[src/rtl/vid_pkg.sv]
// Shared types and helpers for the internal video timing / test-pattern source.
package vid_pkg;

    typedef enum logic [1:0] {
        MODE_SOLID = 2'd0,
        MODE_GRAD  = 2'd1,
        MODE_BARS  = 2'd2,
        MODE_CHECK = 2'd3
    } mode_e;

    typedef enum logic [1:0] {
        SEG_SYNC = 2'd0,
        SEG_BP   = 2'd1,
        SEG_ACT  = 2'd2,
        SEG_FP   = 2'd3
    } seg_e;

    typedef enum logic {
        ST_IDLE = 1'b0,
        ST_RUN  = 1'b1
    } state_e;

    function automatic int unsigned seg_total(input int unsigned sync,
                                              input int unsigned bp,
                                              input int unsigned act,
                                              input int unsigned fp);
        return sync + bp + act + fp;
    endfunction

endpackage

[src/rtl/vin_pattern_gen_if.sv]
// Video output bundle: syncs, data-enable and one pixel group per clock.
interface vin_pattern_gen_if #(
    parameter int unsigned PIX_W = 8,
    parameter int unsigned PPC   = 1
);
    logic                   v_vsync;
    logic                   v_hsync;
    logic                   v_de;
    logic [PIX_W*PPC-1:0]   v_pixel;

    modport master (output v_vsync, v_hsync, v_de, v_pixel);
    modport slave  (input  v_vsync, v_hsync, v_de, v_pixel);
endinterface

[src/rtl/vid_axis_counter.sv]
// One timing axis (line or frame): position counter, segment decode and wrap strobe.
module vid_axis_counter import vid_pkg::*; #(
    parameter int unsigned SYNC = 2,
    parameter int unsigned BP   = 2,
    parameter int unsigned ACT  = 4,
    parameter int unsigned FP   = 2,
    localparam int unsigned TOT = seg_total(SYNC, BP, ACT, FP),
    localparam int unsigned W   = $clog2(TOT)
) (
    input  logic         clk,
    input  logic         rst,
    input  logic         inc,
    output logic [W-1:0] cnt,
    output seg_e         seg,
    output logic         wrap
);

    assign wrap = inc && (cnt == W'(TOT - 1));

    always_ff @(posedge clk) begin
        if (rst)
            cnt <= '0;
        else if (wrap)
            cnt <= '0;
        else if (inc)
            cnt <= cnt + W'(1);
    end

    always_comb begin
        if (cnt < W'(SYNC))
            seg = SEG_SYNC;
        else if (cnt < W'(SYNC + BP))
            seg = SEG_BP;
        else if (cnt < W'(SYNC + BP + ACT))
            seg = SEG_ACT;
        else
            seg = SEG_FP;
    end

endmodule

[src/rtl/vin_pattern_gen.sv]
// Programmable video timing generator with selectable test patterns, PPC pixels per clock.
//   state   | meaning
//   ST_IDLE | counters parked at 0, all outputs inactive, waiting for en
//   ST_RUN  | counters advancing; en is only re-examined at the frame wrap
module vin_pattern_gen import vid_pkg::*; #(
    parameter int unsigned H_FP      = 32,
    parameter int unsigned H_SYNC    = 96,
    parameter int unsigned H_BP      = 152,
    parameter int unsigned H_ACT     = 800,
    parameter int unsigned V_FP      = 1,
    parameter int unsigned V_SYNC    = 3,
    parameter int unsigned V_BP      = 46,
    parameter int unsigned V_ACT     = 1200,
    parameter int unsigned PIX_W     = 8,
    parameter int unsigned PPC       = 1,
    parameter bit          HS_POL    = 1'b1,
    parameter bit          VS_POL    = 1'b1,
    parameter int unsigned BAR_SHIFT = 7,
    parameter int unsigned CHK_SHIFT = 5
) (
    input  logic                     clk,
    input  logic                     rst,
    input  logic                     en,
    input  logic [1:0]               mode,
    vin_pattern_gen_if.master        vid,
    output logic                     frame_start,
    output logic [15:0]              frame_cnt,
    output logic                     busy
);

    localparam int unsigned H_TOT = seg_total(H_SYNC, H_BP, H_ACT, H_FP);
    localparam int unsigned V_TOT = seg_total(V_SYNC, V_BP, V_ACT, V_FP);
    localparam int unsigned HW    = $clog2(H_TOT);
    localparam int unsigned VW    = $clog2(V_TOT);
    // x is kept only as wide as the highest bit any pattern looks at; the
    // dropped upper bits cannot influence a pattern, so the result is exact.
    localparam int unsigned XW0   = (PIX_W > BAR_SHIFT + 3) ? PIX_W : BAR_SHIFT + 3;
    localparam int unsigned XW    = (XW0 > CHK_SHIFT + 1) ? XW0 : CHK_SHIFT + 1;
    localparam int unsigned YW    = (VW > CHK_SHIFT + 1) ? VW : CHK_SHIFT + 1;

    state_e               state;
    state_e               state_nxt;
    logic                 run;
    logic [HW-1:0]        hcnt;
    logic [VW-1:0]        vcnt;
    seg_e                 h_seg;
    seg_e                 v_seg;
    logic                 h_wrap;
    logic                 v_wrap;
    mode_e                mode_q;
    logic [XW-1:0]        x_base;
    logic                 y_chk;
    wire  [PIX_W*PPC-1:0] pix_nxt;
    logic                 hs_nxt;
    logic                 vs_nxt;
    logic                 de_nxt;
    logic                 fs_nxt;

    assign run = (state == ST_RUN);

    vid_axis_counter #(
        .SYNC (H_SYNC),
        .BP   (H_BP),
        .ACT  (H_ACT),
        .FP   (H_FP)
    ) u_hcnt (
        .clk  (clk),
        .rst  (rst),
        .inc  (run),
        .cnt  (hcnt),
        .seg  (h_seg),
        .wrap (h_wrap)
    );

    vid_axis_counter #(
        .SYNC (V_SYNC),
        .BP   (V_BP),
        .ACT  (V_ACT),
        .FP   (V_FP)
    ) u_vcnt (
        .clk  (clk),
        .rst  (rst),
        .inc  (h_wrap),
        .cnt  (vcnt),
        .seg  (v_seg),
        .wrap (v_wrap)
    );

    always_ff @(posedge clk) begin
        if (rst)
            state <= ST_IDLE;
        else
            state <= state_nxt;
    end

    always_comb begin
        state_nxt = state;
        case (state)
            ST_IDLE: if (en)              state_nxt = ST_RUN;
            ST_RUN:  if (v_wrap && !en)   state_nxt = ST_IDLE;
            default:                      state_nxt = ST_IDLE;
        endcase
    end

    always_comb begin
        hs_nxt = 1'b0;
        vs_nxt = 1'b0;
        de_nxt = 1'b0;
        fs_nxt = 1'b0;
        if (run) begin
            hs_nxt = (h_seg == SEG_SYNC);
            vs_nxt = (v_seg == SEG_SYNC);
            de_nxt = (h_seg == SEG_ACT) && (v_seg == SEG_ACT);
            fs_nxt = (hcnt == '0) && (vcnt == '0);
        end
    end

    assign x_base = XW'(hcnt - HW'(H_SYNC + H_BP)) * XW'(PPC);
    assign y_chk  = 1'((YW'(vcnt) - YW'(V_SYNC + V_BP)) >> CHK_SHIFT);

    for (genvar l = 0; l < PPC; l++) begin : g_lane
        logic [XW-1:0]    x;
        logic [PIX_W-1:0] lane_pix;

        assign x = x_base + XW'(l);

        always_comb begin
            lane_pix = '0;
            case (mode_q)
                MODE_SOLID: lane_pix = PIX_W'(1) << (PIX_W - 1);
                MODE_GRAD:  lane_pix = x[PIX_W-1:0];
                MODE_BARS:  lane_pix = PIX_W'(x[BAR_SHIFT +: 3]) << (PIX_W - 3);
                MODE_CHECK: lane_pix = {PIX_W{x[CHK_SHIFT] ^ y_chk}};
                default:    lane_pix = '0;
            endcase
        end

        assign pix_nxt[l*PIX_W +: PIX_W] = lane_pix;
    end

    always_ff @(posedge clk) begin
        if (rst) begin
            vid.v_hsync <= ~HS_POL;
            vid.v_vsync <= ~VS_POL;
            vid.v_de    <= 1'b0;
            vid.v_pixel <= '0;
            frame_start <= 1'b0;
            frame_cnt   <= '0;
            busy        <= 1'b0;
            mode_q      <= MODE_SOLID;
        end else begin
            vid.v_hsync <= hs_nxt ? HS_POL : ~HS_POL;
            vid.v_vsync <= vs_nxt ? VS_POL : ~VS_POL;
            vid.v_de    <= de_nxt;
            vid.v_pixel <= de_nxt ? pix_nxt : '0;
            frame_start <= fs_nxt;
            busy        <= run;
            // pattern choice is latched only at the top of a frame
            if (fs_nxt) begin
                frame_cnt <= frame_cnt + 16'd1;
                mode_q    <= mode_e'(mode);
            end
        end
    end

endmodule

[src/flat_wrapper.sv]
// flat-port wrapper written by rule: the top's interface ports become plain ports
module vin_pattern_gen_flat import vid_pkg::*;
#(
    parameter int unsigned H_FP      = 32,
    parameter int unsigned H_SYNC    = 96,
    parameter int unsigned H_BP      = 152,
    parameter int unsigned H_ACT     = 800,
    parameter int unsigned V_FP      = 1,
    parameter int unsigned V_SYNC    = 3,
    parameter int unsigned V_BP      = 46,
    parameter int unsigned V_ACT     = 1200,
    parameter int unsigned PIX_W     = 8,
    parameter int unsigned PPC       = 1,
    parameter bit          HS_POL    = 1'b1,
    parameter bit          VS_POL    = 1'b1,
    parameter int unsigned BAR_SHIFT = 7,
    parameter int unsigned CHK_SHIFT = 5
)
  (clk, rst, en, mode, frame_start, frame_cnt, busy, vid_v_vsync, vid_v_hsync, vid_v_de, vid_v_pixel);
  vin_pattern_gen_if #(.PIX_W(PIX_W), .PPC(PPC)) vid_i ();
  input  logic clk;
  input  logic rst;
  input  logic en;
  input  logic [1:0] mode;
  output logic frame_start;
  output logic [15:0] frame_cnt;
  output logic busy;
  output wire logic [$bits(vid_i.v_vsync)-1:0] vid_v_vsync;
  output wire logic [$bits(vid_i.v_hsync)-1:0] vid_v_hsync;
  output wire logic [$bits(vid_i.v_de)-1:0] vid_v_de;
  output wire logic [$bits(vid_i.v_pixel)-1:0] vid_v_pixel;
  assign vid_v_vsync = vid_i.v_vsync;
  assign vid_v_hsync = vid_i.v_hsync;
  assign vid_v_de = vid_i.v_de;
  assign vid_v_pixel = vid_i.v_pixel;
  vin_pattern_gen #(.H_FP(H_FP), .H_SYNC(H_SYNC), .H_BP(H_BP), .H_ACT(H_ACT), .V_FP(V_FP), .V_SYNC(V_SYNC), .V_BP(V_BP), .V_ACT(V_ACT), .PIX_W(PIX_W), .PPC(PPC), .HS_POL(HS_POL), .VS_POL(VS_POL), .BAR_SHIFT(BAR_SHIFT), .CHK_SHIFT(CHK_SHIFT)) u_core (.clk(clk), .rst(rst), .en(en), .mode(mode), .vid(vid_i), .frame_start(frame_start), .frame_cnt(frame_cnt), .busy(busy));
endmodule
[config.mk]
export PLATFORM = sky130hd
export DESIGN_NAME = vin_pattern_gen_flat
export DESIGN_NICKNAME = d
export VERILOG_FILES = /design/src/rtl/vid_pkg.sv /design/src/rtl/vin_pattern_gen_if.sv /design/src/rtl/vid_axis_counter.sv /design/src/rtl/vin_pattern_gen.sv /design/src/flat_wrapper.sv
export SDC_FILE = /design/constraint.sdc
export NUM_CORES = 1
export LEC_CHECK = 0
export ABC_CLOCK_PERIOD_IN_PS = 5750
export BUFFER_PORTS_ARGS = -buffer_cell sky130_fd_sc_hd__buf_4
export CORE_MARGIN = 5
export CORE_UTILIZATION = 35
export DETAILED_ROUTE_END_ITERATION = 16
export GPL_TIMING_DRIVEN = 0
export HOLD_SLACK_MARGIN = 0.1
export PLACE_DENSITY = 0.65
export RECOVER_POWER = 100
export SYNTH_ARGS = -nofsm -noshare
export SYNTH_HDL_FRONTEND = slang
export SYNTH_SLANG_ARGS = --single-unit
[constraint.sdc]
create_clock -name clk -period 5.75 [get_ports clk]
set_clock_uncertainty 0.2 [all_clocks]
set_input_delay 0.2875 -clock clk [delete_from_list [all_inputs] [get_ports clk]]
set_output_delay 0.2875 -clock clk [all_outputs]
set_load 0.01 [all_outputs]
==> flow_summary_export.csv <==
group,metric,value,unit
hold_path,timing.hold.worst.class,"input port to flip-flop",
synthesis,cell_types_with_the_largest_area_share_after_synthesis,"sky130_fd_sc_hd__dfxtp_1, sky130_fd_sc_hd__a21oi_1, sky130_fd_sc_hd__nand4_1",
power_and_ir_drop,p_seq_share,59.2,%
worst_setup_path,critical-path-top-delay-family,"simple AND/OR/NAND/NOR gates",
run_status,run_status,"completed",
finish,finalNetCount,388,
route,drt_first_iter_violations,259,
finish,synthToLayoutAreaGrowth,13.2,%
power_and_ir_drop,swShare,24.4,%
place,hpwlAfterDp,5.31,mm
grt,grt.total_usage,14.7,%
clock_tree,buffer_count_from_post_cts_setup_fixing,0,
timing,period_minus_slack,3.10,ns
synthesis,post_synthesis_compound_gate_area_fraction,17.3,%
floorplanning,starting_density_of_the_core,36.2,%
route,route.detailed.wl_per_inst,15.2,µm
synthesis,ys_dominant_reg_cell,"sky130_fd_sc_hd__dfxtp_1",
job,max_cap_viol_count,0,
synthesis,synth_top_family_by_area,"simple AND/OR/NAND/NOR gates",
clock_tree,clk_root_buffer_cell,"sky130_fd_sc_hd__clkbuf_8",
synthesis,yosys.cell_types.count,48,
clock_tree,tritoncts.num_buffers,5,
synthesis,syn_area_cell,8.48,µm²
floorplanning,fp-row-count,32,
timing,final-setup-viol-count,0,
clock_tree,cts_num_sinks,54,
synthesis,yosys_warnings,0,
finish,post_route_cells_drive_above_1_share,8.49,%
timing,layout_setup_ws,2.65,ns
route,drt_pass1_iterations,4,
clock_tree,cts.path.max_buffers,2,
power_and_ir_drop,power.leakage,1.06,nW
synthesis,synth_top_area_cell,"sky130_fd_sc_hd__dfxtp_1",
finish,insertedDiodeCount,0,
grt,grt_start_max_net_pins,18,
route,post-route-drc-count,0,
synthesis,synth_cells,333,
synthesis,synth_edf_count,0,
route,via_per_inst,5.51,
grt,grt_overflow,0,
clock_tree,cts_tree,"done",
timing,grt_setup_unrepaired,"no",
worst_setup_path,critical_path.max_fanout,10,
worst_setup_path,critPathBufInv,3,
worst_setup_path,cp.required,5.74,ns
place,place_ws,2.86,ns
synthesis,synth_mux_area_share,2.61,%
synthesis,netlist_area,0.00282,mm²
power_and_ir_drop,peakVddDrop,89.5,µV
place,placed_cells_incl_taps,468,
synthesis,synth-async-reset-ratio,0,%
synthesis,synth_simple_gate_area_share,27.7,%
power_and_ir_drop,total_switching_power,0.159,mW
route,finalWirelength,7.27,mm
worst_setup_path,critical_path.slowest_cell,"sky130_fd_sc_hd__or4_1",
floorplanning,io-pin-count,34,
timing,post-route-period-util,53.9,%
place,place_area,0.00320,mm²
power_and_ir_drop,design_power_total,0.652,mW
synthesis,synthAdderAreaFrac,3.10,%
power_and_ir_drop,power.combinational.fraction,6.3,%
timing,timing_limited_maximum_frequency,0.323,GHz
worst_setup_path,setup.worst_path.start_class,"flip-flop",
worst_setup_path,worst_stage_delay_on_the_critical_path,0.52,ns
power_and_ir_drop,cell_area_power_density,204,mW/mm²
route,postRouteAntennaNets,0,
timing,relSlewSlack,27.1,%
finish,final_core_utilization,40.9,%
synthesis,yosys.area.top_type_share,38.3,%
grt,grt_first_pass_wirelength,12.2,mm
timing,finalMaxSlewViolations,0,
finish,final_std_cells_w_o_fill,479,
floorplanning,core,0.00781,mm²
timing,transition_time_at_the_pin_with_the_least_slew_margin,1.08,ns
worst_setup_path,worstSetupEndpointType,"flip-flop",
grt,antenna_violations_before_repair,0,
floorplanning,die_w,99.8,µm
synthesis,synthesis.nets,345,
worst_setup_path,type_of_the_worst_setup_path,"flip-flop to flip-flop",
floorplanning,die_area,0.00997,mm²
synthesis,ys_ff_latch,54,
timing,hold_violations_final,0,
power_and_ir_drop,clock_power_share,34.5,%
clock_tree,cts.htree.levels,2,
clock_tree,clock_insertion_delay_worst_skew,0.31,ns
grt,vias_in_the_first_global_route,2478,
place,finalWeightedCongestion,0.858,
finish,final_area,0.00320,mm²
floorplanning,die_h,99.8,µm
place,port_buffers,33,
synthesis,seq_total_area_yosys,38.3,%
clock_tree,clock_pin_slew_of_the_registers_on_the_worst_case_setup_and_hold_paths,0.10,ns
timing,fin_hold_ws,0.259,ns
route,vias,2641,
worst_setup_path,worst_path_cell_trace,"clkbuf_1 -> or4_1 -> or4_1 -> clkbuf_1 -> o41ai_1 -> clkbuf_1 -> nor2_1",
timing,totalNegativeSetupSlack,0,ns
worst_setup_path,most_used_cell_along_the_critical_path,"sky130_fd_sc_hd__clkbuf_1",
worst_setup_path,worstPathArrival,3.08,ns
power_and_ir_drop,internal_power,0.493,mW
synthesis,synth_xor_area_share,4.52,%
==> per-layer routing <==
layer | wire length [µm] | part of all wire (%) | vias up | global-route usage [%]
li1 | - | - | 1319 | -
met4 | 76 | 1.0 | 0 | 3.89
met5 | 0 | 0 | - | 0
met3 | 500 | 6.9 | 7 | 2.08
met1 | 3300 | 45 | 1229 | 20.3
met2 | 3400 | 47 | 86 | 24.2
==> what timing repair did <==
action / 4_1_cts / 5_1_grt
hold endpoints to repair: 3 / 0
resized for setup: 0 / 0
hold buffers: 3 / 0
==> power groups by stage <==
stage          clock (mW)  sequential [mW]  combinational [mW]
6_report            0.225            0.386              0.0408
2_1_floorplan           0            0.393              0.0255
3_5_place_dp            0            0.394              0.0419
3_3_place_gp            0            0.394              0.0411
5_1_grt             0.247            0.387              0.0457
4_1_cts             0.237            0.386              0.0436
==> registers in the layout (all words and copies together) (netlist names), 2 cells and up <==
signal	count
u_core.vid.v_pixel	8
u_core.mode_q	2
u_core.u_vcnt.cnt	11
u_core.frame_cnt	16
u_core.u_hcnt.cnt	11
==> Yosys cell counts (6+ instances only) <==
cell and n:
sky130_fd_sc_hd__dfxtp_1 54, sky130_fd_sc_hd__nor2_1 25, sky130_fd_sc_hd__a21oi_1 24, sky130_fd_sc_hd__inv_1 20, sky130_fd_sc_hd__o21ai_0 19, sky130_fd_sc_hd__nand4_1 16
sky130_fd_sc_hd__clkbuf_1 15, sky130_fd_sc_hd__nand3_1 14, sky130_fd_sc_hd__nor4_1 14, sky130_fd_sc_hd__or3_1 14, sky130_fd_sc_hd__nand2_1 12, sky130_fd_sc_hd__a31o_2 9
sky130_fd_sc_hd__xnor2_1 9, sky130_fd_sc_hd__nor3_1 8, sky130_fd_sc_hd__ha_1 7, sky130_fd_sc_hd__buf_2 6
==> area by class of cell <==
| type | instances | area (µm²) |
|---|---|---|
| Clock inverter | 2 | 16.3 |
| Timing Repair Buffer | 36 | 165 |
| Buffer | 23 | 96.3 |
| Clock buffer | 6 | 82.6 |
| Tap cell | 102 | 128 |
| Sequential cell | 54 | 1080 |
| Multi-Input combinational cell | 236 | 1550 |
| Inverter | 20 | 75.1 |
| Fill cell | 833 | 4610 |
==> worst register-to-register path, cell delays in order (launching register included) <==
cell and delay [ns]:
sky130_fd_sc_hd__dfxtp_1 0.31, sky130_fd_sc_hd__clkbuf_1 0.21, sky130_fd_sc_hd__or4_1 0.52, sky130_fd_sc_hd__or4_1 0.52, sky130_fd_sc_hd__clkbuf_1 0.18, sky130_fd_sc_hd__o41ai_1 0.47, sky130_fd_sc_hd__clkbuf_1 0.46, sky130_fd_sc_hd__nor2_1 0.10
==> cell families (layout without fill, tap and decap cells) <==
family,after synthesis,after routing
simple gates,135,135
compound gates,74,74
flops,54,54
buf+inv,43,87
xor+xnor,13,13
fa+ha+maj,7,7
mux,7,7
==> cell usage in the layout, fill, tap and decap left out, types with 5 or more instances in the layout <==
master,instances
sky130_fd_sc_hd__nor2b_1,5
sky130_fd_sc_hd__or3_1,14
sky130_fd_sc_hd__clkbuf_8,6
sky130_fd_sc_hd__nand3_1,14
sky130_fd_sc_hd__ha_1,7
sky130_fd_sc_hd__nand4_1,16
sky130_fd_sc_hd__clkbuf_1,50
sky130_fd_sc_hd__inv_1,20
sky130_fd_sc_hd__nor4_1,14
sky130_fd_sc_hd__dfxtp_1,54
sky130_fd_sc_hd__a31o_2,9
sky130_fd_sc_hd__o21ai_0,19
sky130_fd_sc_hd__nor3_1,8
sky130_fd_sc_hd__a21oi_1,24
sky130_fd_sc_hd__xnor2_1,9
sky130_fd_sc_hd__nor2_1,25
sky130_fd_sc_hd__or4_1,7
sky130_fd_sc_hd__nand2_1,12
==> worst paths after layout <==
check,end,slack (ns),cells past startpoint,from
hold / removal,u_core.frame_cnt[14]$_SDFFE_PP0P_,0.26,3,rst
hold reg to reg,u_core.u_vcnt.cnt[7]$_SDFFE_PP0P_,0.32,2,u_core.u_vcnt.cnt[7]$_SDFFE_PP0P_
setup reg to reg,u_core.u_vcnt.cnt[1]$_SDFFE_PP0P_,2.65,7,u_core.u_hcnt.cnt[9]$_SDFFE_PP0P_
setup / recovery,u_core.u_vcnt.cnt[1]$_SDFFE_PP0P_,2.65,7,u_core.u_hcnt.cnt[9]$_SDFFE_PP0P_
Note: power is estimated with default switching activity, not from simulation.
